**src/rtl/ex_stage_pkg.sv**
```systemverilog
// -----------------------------------------------------------------------------
// ex_stage_pkg
// Shared definitions for the execute stage: default datapath width, the ALU
// operation codes and the legality check used by the ALU-control decoder.
// No ports (package).
// -----------------------------------------------------------------------------
package ex_stage_pkg;

  localparam int XLEN_DEFAULT = 64;

  typedef enum logic [3:0] {
    ALU_AND = 4'b0000,
    ALU_OR  = 4'b0001,
    ALU_ADD = 4'b0010,
    ALU_SUB = 4'b0110
  } alu_op_e;

  // Only the four codes above are legal; anything else (including X in
  // simulation) falls through to the default branch and is flagged.
  function automatic logic alu_op_legal(input logic [3:0] op);
    logic ok;
    case (op)
      ALU_AND, ALU_OR, ALU_ADD, ALU_SUB: ok = 1'b1;
      default:                           ok = 1'b0;
    endcase
    return ok;
  endfunction

endpackage

```
**src/rtl/ex_stage_if.sv**
```systemverilog
// -----------------------------------------------------------------------------
// ex_stage_if
// Bundles the ID/EX inputs and EX/MEM outputs of the execute stage.
//   slave  : used by ex_stage (consumes ID/EX fields, drives EX/MEM fields)
//   master : used by the upstream driver (drives ID/EX, observes EX/MEM)
// ID/EX : inValid, stall, flush, aluControl, readData1, readData2, imm, pc,
//         aluSrc, branch, memRead, memWrite, memToReg, regWrite, rd
// EX/MEM: outValid, aluResult, zero, writeData, branchTarget, pcSrc,
//         memReadOut, memWriteOut, memToRegOut, regWriteOut, rdOut, illegalOp
// -----------------------------------------------------------------------------
interface ex_stage_if
  import ex_stage_pkg::*;
#(
  parameter int XLEN = XLEN_DEFAULT
);

  logic            inValid;
  logic            stall;
  logic            flush;
  logic [3:0]      aluControl;
  logic [XLEN-1:0] readData1;
  logic [XLEN-1:0] readData2;
  logic [XLEN-1:0] imm;
  logic [XLEN-1:0] pc;
  logic            aluSrc;
  logic            branch;
  logic            memRead;
  logic            memWrite;
  logic            memToReg;
  logic            regWrite;
  logic [4:0]      rd;

  logic            outValid;
  logic [XLEN-1:0] aluResult;
  logic            zero;
  logic [XLEN-1:0] writeData;
  logic [XLEN-1:0] branchTarget;
  logic            pcSrc;
  logic            memReadOut;
  logic            memWriteOut;
  logic            memToRegOut;
  logic            regWriteOut;
  logic [4:0]      rdOut;
  logic            illegalOp;

  modport master (
    output inValid, stall, flush, aluControl, readData1, readData2, imm, pc,
           aluSrc, branch, memRead, memWrite, memToReg, regWrite, rd,
    input  outValid, aluResult, zero, writeData, branchTarget, pcSrc,
           memReadOut, memWriteOut, memToRegOut, regWriteOut, rdOut, illegalOp
  );

  modport slave (
    input  inValid, stall, flush, aluControl, readData1, readData2, imm, pc,
           aluSrc, branch, memRead, memWrite, memToReg, regWrite, rd,
    output outValid, aluResult, zero, writeData, branchTarget, pcSrc,
           memReadOut, memWriteOut, memToRegOut, regWriteOut, rdOut, illegalOp
  );

endinterface

```
**src/rtl/ex_stage_alu.sv**
```systemverilog
// -----------------------------------------------------------------------------
// alu
// Combinational ALU for the execute stage.
//   a, b       : XLEN-bit operands
//   aluControl : 4-bit operation code (and / or / add / sub)
//   result     : XLEN-bit result, modulo 2^XLEN; forced to 0 on illegal codes
//   zero       : result == 0
//   illegal    : aluControl is not one of the legal codes
// -----------------------------------------------------------------------------
module alu
  import ex_stage_pkg::*;
#(
  parameter int XLEN = XLEN_DEFAULT
) (
  input  logic [XLEN-1:0] a,
  input  logic [XLEN-1:0] b,
  input  logic [3:0]      aluControl,
  output logic [XLEN-1:0] result,
  output logic            zero,
  output logic            illegal
);

  logic [XLEN-1:0] result_s;
  logic            illegal_s;

  // Operation select; carries and overflow simply fall off the top bit.
  always_comb begin
    result_s  = '0;
    illegal_s = ~alu_op_legal(aluControl);
    case (aluControl)
      ALU_AND: result_s = a & b;
      ALU_OR:  result_s = a | b;
      ALU_ADD: result_s = a + b;
      ALU_SUB: result_s = a - b;
      default: result_s = '0;
    endcase
  end

  assign result  = result_s;
  assign zero    = (result_s == '0);
  assign illegal = illegal_s;

endmodule

```
**src/rtl/ex_stage.sv**
```systemverilog
// -----------------------------------------------------------------------------
// ex_stage
// Execute stage of the pipeline: selects ALU operand B, runs the ALU, computes
// the branch target and registers everything into the EX/MEM slot one cycle
// later.
//   clk : single clock, rising-edge
//   rst : synchronous active-high reset, clears the whole EX/MEM slot
//   bus : ex_stage_if.slave (ID/EX inputs, EX/MEM registered outputs)
// Per-edge priority: rst, then stall (hold), then flush / empty slot (bubble),
// then normal capture.
// -----------------------------------------------------------------------------
module ex_stage
  import ex_stage_pkg::*;
#(
  parameter int XLEN = XLEN_DEFAULT
) (
  input  logic     clk,
  input  logic     rst,
  ex_stage_if.slave bus
);

  logic [XLEN-1:0] opb_s;
  logic [XLEN-1:0] alu_res_s;
  logic            alu_zero_s;
  logic            alu_ill_s;
  logic [XLEN-1:0] br_tgt_s;
  logic            capture_s;
  logic            legal_s;

  logic            out_valid_r;
  logic [XLEN-1:0] alu_result_r;
  logic            zero_r;
  logic [XLEN-1:0] write_data_r;
  logic [XLEN-1:0] branch_target_r;
  logic            pc_src_r;
  logic            mem_read_r;
  logic            mem_write_r;
  logic            mem_to_reg_r;
  logic            reg_write_r;
  logic [4:0]      rd_r;
  logic            illegal_r;

  // Operand B mux: immediate or rs2.
  always_comb begin
    opb_s = bus.readData2;
    if (bus.aluSrc) begin
      opb_s = bus.imm;
    end else begin
      opb_s = bus.readData2;
    end
  end

  alu #(.XLEN(XLEN)) u_alu (
    .a          (bus.readData1),
    .b          (opb_s),
    .aluControl (bus.aluControl),
    .result     (alu_res_s),
    .zero       (alu_zero_s),
    .illegal    (alu_ill_s)
  );

  // Branch target is computed for every instruction; offset is a halfword count.
  always_comb begin
    br_tgt_s = bus.pc + (bus.imm << 1);
  end

  // A flushed or empty slot becomes a bubble; an illegal op keeps the slot
  // live but must not produce any architectural side effect.
  always_comb begin
    capture_s = bus.inValid & ~bus.flush;
    legal_s   = capture_s & ~alu_ill_s;
  end

  // EX/MEM pipeline register.
  always_ff @(posedge clk) begin
    if (rst) begin
      out_valid_r     <= 1'b0;
      alu_result_r    <= '0;
      zero_r          <= 1'b0;
      write_data_r    <= '0;
      branch_target_r <= '0;
      pc_src_r        <= 1'b0;
      mem_read_r      <= 1'b0;
      mem_write_r     <= 1'b0;
      mem_to_reg_r    <= 1'b0;
      reg_write_r     <= 1'b0;
      rd_r            <= 5'd0;
      illegal_r       <= 1'b0;
    end else if (!bus.stall) begin
      out_valid_r     <= capture_s;
      alu_result_r    <= alu_res_s;
      zero_r          <= alu_zero_s;
      write_data_r    <= bus.readData2;
      branch_target_r <= br_tgt_s;
      pc_src_r        <= legal_s & bus.branch & alu_zero_s;
      mem_read_r      <= legal_s & bus.memRead;
      mem_write_r     <= legal_s & bus.memWrite;
      mem_to_reg_r    <= capture_s & bus.memToReg;
      reg_write_r     <= legal_s & bus.regWrite;
      rd_r            <= bus.rd;
      illegal_r       <= capture_s & alu_ill_s;
    end
  end

  assign bus.outValid     = out_valid_r;
  assign bus.aluResult    = alu_result_r;
  assign bus.zero         = zero_r;
  assign bus.writeData    = write_data_r;
  assign bus.branchTarget = branch_target_r;
  assign bus.pcSrc        = pc_src_r;
  assign bus.memReadOut   = mem_read_r;
  assign bus.memWriteOut  = mem_write_r;
  assign bus.memToRegOut  = mem_to_reg_r;
  assign bus.regWriteOut  = reg_write_r;
  assign bus.rdOut        = rd_r;
  assign bus.illegalOp    = illegal_r;

endmodule

```
**src/flat_wrapper.sv**
```systemverilog
// flat-port wrapper written by rule: the top's interface ports become plain ports
module ex_stage_flat import ex_stage_pkg::*;
#(
  parameter int XLEN = XLEN_DEFAULT
)
  (clk, rst, bus_inValid, bus_stall, bus_flush, bus_aluControl, bus_readData1, bus_readData2, bus_imm, bus_pc, bus_aluSrc, bus_branch, bus_memRead, bus_memWrite, bus_memToReg, bus_regWrite, bus_rd, bus_outValid, bus_aluResult, bus_zero, bus_writeData, bus_branchTarget, bus_pcSrc, bus_memReadOut, bus_memWriteOut, bus_memToRegOut, bus_regWriteOut, bus_rdOut, bus_illegalOp);
  ex_stage_if #(.XLEN(XLEN)) bus_i ();
  input  logic clk;
  input  logic rst;
  input wire logic [$bits(bus_i.inValid)-1:0] bus_inValid;
  input wire logic [$bits(bus_i.stall)-1:0] bus_stall;
  input wire logic [$bits(bus_i.flush)-1:0] bus_flush;
  input wire logic [$bits(bus_i.aluControl)-1:0] bus_aluControl;
  input wire logic [$bits(bus_i.readData1)-1:0] bus_readData1;
  input wire logic [$bits(bus_i.readData2)-1:0] bus_readData2;
  input wire logic [$bits(bus_i.imm)-1:0] bus_imm;
  input wire logic [$bits(bus_i.pc)-1:0] bus_pc;
  input wire logic [$bits(bus_i.aluSrc)-1:0] bus_aluSrc;
  input wire logic [$bits(bus_i.branch)-1:0] bus_branch;
  input wire logic [$bits(bus_i.memRead)-1:0] bus_memRead;
  input wire logic [$bits(bus_i.memWrite)-1:0] bus_memWrite;
  input wire logic [$bits(bus_i.memToReg)-1:0] bus_memToReg;
  input wire logic [$bits(bus_i.regWrite)-1:0] bus_regWrite;
  input wire logic [$bits(bus_i.rd)-1:0] bus_rd;
  output wire logic [$bits(bus_i.outValid)-1:0] bus_outValid;
  output wire logic [$bits(bus_i.aluResult)-1:0] bus_aluResult;
  output wire logic [$bits(bus_i.zero)-1:0] bus_zero;
  output wire logic [$bits(bus_i.writeData)-1:0] bus_writeData;
  output wire logic [$bits(bus_i.branchTarget)-1:0] bus_branchTarget;
  output wire logic [$bits(bus_i.pcSrc)-1:0] bus_pcSrc;
  output wire logic [$bits(bus_i.memReadOut)-1:0] bus_memReadOut;
  output wire logic [$bits(bus_i.memWriteOut)-1:0] bus_memWriteOut;
  output wire logic [$bits(bus_i.memToRegOut)-1:0] bus_memToRegOut;
  output wire logic [$bits(bus_i.regWriteOut)-1:0] bus_regWriteOut;
  output wire logic [$bits(bus_i.rdOut)-1:0] bus_rdOut;
  output wire logic [$bits(bus_i.illegalOp)-1:0] bus_illegalOp;
  assign bus_i.inValid = bus_inValid;
  assign bus_i.stall = bus_stall;
  assign bus_i.flush = bus_flush;
  assign bus_i.aluControl = bus_aluControl;
  assign bus_i.readData1 = bus_readData1;
  assign bus_i.readData2 = bus_readData2;
  assign bus_i.imm = bus_imm;
  assign bus_i.pc = bus_pc;
  assign bus_i.aluSrc = bus_aluSrc;
  assign bus_i.branch = bus_branch;
  assign bus_i.memRead = bus_memRead;
  assign bus_i.memWrite = bus_memWrite;
  assign bus_i.memToReg = bus_memToReg;
  assign bus_i.regWrite = bus_regWrite;
  assign bus_i.rd = bus_rd;
  assign bus_outValid = bus_i.outValid;
  assign bus_aluResult = bus_i.aluResult;
  assign bus_zero = bus_i.zero;
  assign bus_writeData = bus_i.writeData;
  assign bus_branchTarget = bus_i.branchTarget;
  assign bus_pcSrc = bus_i.pcSrc;
  assign bus_memReadOut = bus_i.memReadOut;
  assign bus_memWriteOut = bus_i.memWriteOut;
  assign bus_memToRegOut = bus_i.memToRegOut;
  assign bus_regWriteOut = bus_i.regWriteOut;
  assign bus_rdOut = bus_i.rdOut;
  assign bus_illegalOp = bus_i.illegalOp;
  ex_stage #(.XLEN(XLEN)) u_core (.clk(clk), .rst(rst), .bus(bus_i));
endmodule
```
**config.mk**
```make
export PLATFORM = sky130hd
export DESIGN_NAME = ex_stage_flat
export DESIGN_NICKNAME = d
export VERILOG_FILES = /design/src/rtl/ex_stage_pkg.sv /design/src/rtl/ex_stage_if.sv /design/src/rtl/ex_stage_alu.sv /design/src/rtl/ex_stage.sv /design/src/flat_wrapper.sv
export SDC_FILE = /design/constraint.sdc
export NUM_CORES = 1
export LEC_CHECK = 0
export CAP_MARGIN = 20
export CORE_MARGIN = 2
export CORE_UTILIZATION = 55
export CTS_CLUSTER_SIZE = 28
export DETAILED_ROUTE_END_ITERATION = 12
export DONT_BUFFER_PORTS = 1
export HOLD_SLACK_MARGIN = 0.03
export MAX_ROUTING_LAYER = met4
export PLACE_DENSITY = 0.67
export SLEW_MARGIN = 5
export SYNTH_ARGS = -nofsm -noshare
export SYNTH_HDL_FRONTEND = slang
export SYNTH_HIERARCHICAL = 1
export SYNTH_SLANG_ARGS = --single-unit
```
**constraint.sdc**
```tcl
create_clock -name clk -period 12.3 [get_ports clk]
set_clock_uncertainty 0.1 [all_clocks]
set_input_delay 3.69 -clock clk [delete_from_list [all_inputs] [get_ports clk]]
set_output_delay 3.69 -clock clk [all_outputs]
set_load 0.01 [all_outputs]
```
After elaboration in Yosys (flattened, before gate mapping)
Index checks and enable logic that the tools add are counted.

operators by class
  bitwise gates (word level) = 13
  equal/unequal tests = 3
  reductions and logical operators = 3
  add/subtract/negate cells = 3
  muxes and demuxes = 3

operator list
  operator              count
  $pmux W64 S4          1
  $add A64 B64 Y64      2
  $and A64 B64 Y64      1
  $logic_not A64 Y1     1
  $mux W64              1
  $or A64 B64 Y64       1
  $sub A64 B64 Y64      1
  $and A1 B1 Y1         9
  $eq A4 B1 Y1 const B  1
  $eq A4 B2 Y1 const B  1
  $eq A4 B3 Y1 const B  1
  $logic_not A4 Y1      1
  $reduce_or A4 Y1      1
  $not A1 Y1            2
  $mux W1               1

storage, ports and cells
  register bits = 205

Longest topological paths before layout
  depth after elaboration = 6
  depth in mapped cells = 31
  depth with buffers taken out = 29

Hierarchy
The synthesis kept the hierarchy.

by module, submodules not included
  module    area an instance (um^2)  times used  seq. area each (um^2)  cells an instance
  ex_stage  11437.2                  1           4103.9                 1295
  alu       7385.8                   1           0.0                    1147

Least setup slack after synthesis
OpenSTA, ideal clock, no wires.

  path type = input to register
  from = input port bus_aluSrc
  to = register u_core.pc_src_r, in the netlist u_core/bus.pcSrc
  cell stages on the path = 30
  setup time = 65 ps
  setup slack = 1958 ps
  data arrival time = 10177 ps
  buffers on the path = 3
  data required time = 12135 ps
  cell sequence = clkbuf_1 > clkbuf_1 > mux2_2 > nor2_2 > or4b_4 > or3_1 > nor4_2 > and2_1 > and3_1 > nand2_1 > nor4_4 > a21o_1 > o21ai_0 > xnor2_1 > ha_1 > clkbuf_1 > nand4_1 > or2_2 > or4_1 > o211ai_1 > nor2_1 > xor2_1 > o21ai_0 > nor4_1 > nand4b_1 > or4b_1 > nor2_1 > nor2b_1 > a32oi_1 > nor2_1

on the way
  cells in the longest elaborated chain, start to end = 5
  elaborated cells between the ends (all ways) = 8
  classes of those cells = add/sub (2); mux (2); bitwise (3); reduce/logical (1)

RTL lines
  element                                               RTL line                                text
  from (decl)                                           flat_wrapper.sv:18                      input wire logic [$bits(bus_i.aluSrc)-1:0] bus_aluSrc;
  $mux W64 (*)                                          ex_stage.sv:46                          if (bus.aluSrc) begin
  net u_core.opb_s[4]                                   ex_stage.sv:22                          logic [XLEN-1:0] opb_s;
  $sub A64 B64 Y64 or $add A64 B64 Y64 (tied branches)  ex_stage_alu.sv:34, ex_stage_alu.sv:33
  $pmux W64 S4 (*)                                      ex_stage_alu.sv:30                      case (aluControl)
  net u_core.alu_res_s[45]                              ex_stage.sv:23                          logic [XLEN-1:0] alu_res_s;
  $logic_not A64 Y1 (*)                                 ex_stage_alu.sv:40                      assign zero = (result_s == '0);
  net u_core.alu_zero_s                                 ex_stage.sv:24                          logic alu_zero_s;
  $and A1 B1 Y1 (*)                                     ex_stage.sv:95                          pc_src_r <= legal_s & bus.branch & alu_zero_s;
  to (signal assigned)                                  ex_stage.sv:95
  to (decl)                                             ex_stage.sv:35                          logic pc_src_r;

The timed path passes the listed nets; every way through them passes the cells marked *.
A chain may end at the register's enable or synchronous reset.

Worst setup path after layout
  from = input port bus_aluSrc
  to = register u_core.pc_src_r, in the netlist u_core/bus.pcSrc

on the way
  cells in the longest elaborated chain, start to end = 5
  elaborated cells between the ends (all ways) = 8
  classes of those cells = add/sub (2); mux (2); bitwise (3); reduce/logical (1)

RTL lines
  element                                   RTL line            text
  $mux W64 (*)                              ex_stage.sv:46
  $sub A64 B64 Y64 (tied with other cells)  ex_stage_alu.sv:34  ALU_SUB: result_s = a - b;
  $pmux W64 S4 (*)                          ex_stage_alu.sv:30
  $logic_not A64 Y1 (*)                     ex_stage_alu.sv:40
  net u_core.alu_zero_s                     ex_stage.sv:24
  $and A1 B1 Y1 (*)                         ex_stage.sv:95

Marks and branches as above.

==> impl_metrics.yaml <==
outcome:
  outcome: "finished, final reports clean"
synth:
  ys_seq_area_share_pct: 21.8
  synth_edf_count: 0
  synthAdderAreaFrac_pct: 11.8
  synth_xor_area_share_pct: 7.91
  synth_nets: 2848
  synth-compound-area-share_pct: 22.5
  synth_top_family_by_area: "compound AO/OA/AOI/OAI gates"
  synthArstFlopShare_pct: 0
  synth-seq-cells: 205
  yosysWarnings: 6
  synth.distinct_cells: 95
  synth_cells: 2442
  synth_area_mm2: 0.0188
  syn_avg_cell_area_um2: 7.71
  synthSimpleGateAreaFrac_pct: 20.1
  synthMuxAreaShare_pct: 11.9
  ys.flop_type: "dfxtp_1"
setup_path:
  cpLargestDelayFamily: "simple AND/OR/NAND/NOR gates"
  crit_start: "bus_aluSrc"
  r2r_slack_ns: 11.41
  worstPathArrival_ns: 10.73
  r2r_start: "u_core/bus.writeData[28]"
  cp-start-kind: "input pin"
  cp_slowest_stage_delay_ns: 0.84
  crit_required_ns: 12.68
  reg2reg_to: "u_core/bus.writeData[28]"
  crit_buf_inv: 1
  cp-end-kind: "flip-flop"
  slowest_stage: "a2111oi_0"
  r2r_cells: 2
  worstSetupPathType: "input pin to flip-flop"
  crit_fanout: 64
grt:
  grt_max_degree: 207
  grt_use_total_pct: 40.5
  grt_pass1_vias: 17300
  grt_pass1_wl_mm: 109
  antenna_found_initial: 1
  grt_remaining_overflow: 0
placed_design:
  dp_worst_setup_slack_ns: 1.62
  dpl.hpwl_mm: 59.3
  placed_cells: 2748
  gp_congestion: 1.08
  portBuffers: 0
power:
  p_sw_uw: 856
  swShare_pct: 37.3
  power_density_mw_per_mm2: 117
  p_seq_share_pct: 33.5
  pwr-share-comb_pct: 36.5
  clkPwrFrac_pct: 29.9
  cell_internal_pwr_uw: 1440
  vdd_ir_drop_max_mv: 0.111
  leakage_uw: 0.00812
  total_power_uw: 2290
clock_tree:
  cts_tree: "yes"
  cts_root_buf: "clkbuf_16"
  clock-sinks: 205
  cts_buffers: 23
  holdBufCountCts: 0
  post_cts_buffers: 0
  h-tree-depth: 1
  clock_latency_ns: 0.55
  clkSlewWorstSetupHoldPaths_ns: 0.06
  cts_resized: 0
  clk_path_buf_depth: 3
sta:
  drv_slew: 0
  setup_ws_ns: 1.95
  period_share_pct: 84.1
  holdWs_ns: 0.436
  tns_ns: 0
  relSlewSlack_pct: 27.0
  rsz0062_at_grt: "false"
  fmax_mhz: 96.7
  min_period_ns: 10.35
  worst_pin_slew_ns: 1.08
  finalSetupViolCount: 0
  hold_viol: 0
floorplanning:
  die-area_mm2: 0.0357
  row_count: 67
  initial_core_util_pct: 56.0
  io_pins: 481
  die_h_um: 189
  core_mm2: 0.0336
  die_w_um: 189
detailed_routing:
  wl_mm: 74.3
  drtAntennaViolNets: 0
  first_pass_iters: 6
  first_iter_violations: 2594
  route.vias.total: 19000
  wl_per_cell_um: 26.6
  route.detailed.drc: 0
  viasPerCell: 6.83
layout:
  nFillCells: 3208
  drive_above_1_share_pct: 6.20
  multi_input_area_mm2: 0.0140
  area_delta_synth_final_pct: 4.05
  final_net_count: 2731
  regArea_mm2: 0.00410
  fin_cells: 2787
job:
  maxCapViolations: 0
min_path:
  min_path_cells: 2
  min_path_type: "flip-flop to flip-flop"
  holdPathEnd: "u_core/bus.branchTarget[58]"
  hp-start: "u_core/bus.branchTarget[58]"
sequential cells by signal (all words and copies together), names as in the netlist:
register,count
u_core/bus.memWriteOut,1
u_core/bus.pcSrc,1
u_core/bus.regWriteOut,1
u_core/bus.outValid,1
u_core/bus.memReadOut,1
u_core/bus.rdOut,5
u_core/bus.branchTarget,64
u_core/bus.writeData,64
u_core/bus.memToRegOut,1
u_core/bus.aluResult,64
u_core/bus.zero,1
u_core/bus.illegalOp,1
worst min-delay path: cells and delay by family (launching register included):
kind / cells / cell delay (ns)
compound gates: 1 / 0.06
flops: 1 / 0.35
simple gates: 1 / 0.08
cell type report:
type	count	share of cell area (%)
Multi-Input combinational cell	2049	71.4
Sequential cell	205	21.0
Clock buffer	35	3.48
Tap cell	448	2.86
Inverter	39	0.747
Clock inverter	3	0.294
Timing Repair Buffer	7	0.268
Antenna cell	1	0.0128
layer usage:
layer	vias to the layer above	share of wire (%)	GRT usage, %
li1	8660	-	-
met1	9043	43	56.6
met2	1167	41	56.7
met3	152	12	10.7
met4	0	3.5	12.3
met5	-	0	-
cells by family after synthesis:
logic type / after synthesis
xor gates and xnor gates: 170
DFF: 205
and+or+nand+nor: 815
AOI/OAI and AO/OA: 661
adders and majority gates: 188
buffers and inverters: 188
muxes: 215
worst max-delay path by stage:
| stage | to | cells after the start |
|---|---|---|
| final | u_core/bus.pcSrc | 26 |
| after global routing | u_core/bus.pcSrc | 25 |
| after CTS | u_core/bus.pcSrc | 26 |
| after detailed placement | u_core/bus.pcSrc | 26 |
| after global placement | u_core/bus.pcSrc | 27 |
| after floorplan | u_core/bus.pcSrc | 30 |
placed cells by master, fill, tap and decap left out, drive strengths merged, types with 35 or more instances in the layout:
cell	synthesis	routed
nor2	331	331
nand2	221	221
a21oi	213	213
dfxtp	205	205
o21ai	162	162
mux2i	151	151
ha	128	128
xnor2	98	98
xor2	72	72
mux2	64	64
maj3	58	58
nand4	55	55
a21o	52	52
nor3	44	44
inv	39	40
a22o	38	38
clkbuf	123	35
power by group through the flow:
stage	sequential [uW]	combinational, uW	clock, uW
after floorplan	768	641	0
final	768	837	686
after global placement	782	797	0
after detailed placement	783	798	0
after global routing	772	898	718
after CTS	769	804	695
metrics by stage:
step / area (um^2) / util [%]
2_1_floorplan: 18800 / -
3_3_place_gp: 18800 / 56.1
3_5_place_dp: 18800 / 56.1
4_1_cts: 19600 / 58.3
5_1_grt: 19600 / 58.3
6_report: 19600 / 58.3
Yosys cell counts, types with 5 or more instances:
library cell	count	area [um^2]
nor2_1	330	1240
nand2_1	218	818
a21oi_1	210	1050
dfxtp_1	205	4100
o21ai_0	154	771
mux2i_1	151	1510
ha_1	128	1600
clkbuf_1	121	454
xnor2_1	98	858
xor2_1	72	631
mux2_2	64	721
maj3_1	58	581
nand4_1	53	332
a21o_1	52	390
nor3_1	44	220
inv_1	39	146
a22o_1	38	333
nand3_1	28	140
a211oi_1	24	180
nor4_1	24	150
o21a_1	20	150
a31oi_1	19	119
and3_1	19	119
o211ai_1	15	113
o21bai_1	15	113
o31ai_1	15	113
buf_2	14	70.1
or3_1	14	87.6
and2_1	13	81.3
nor2b_1	13	81.3
nand2b_1	11	68.8
o41ai_1	9	78.8
o21ai_1	8	40.0
a21boi_0	7	52.6
a221oi_1	7	61.3
buf_1	7	26.3
a22oi_1	6	45.0
and4_1	5	43.8
o2111ai_1	5	43.8
or2_2	5	31.3
Power figures use the tool's default switching activity.
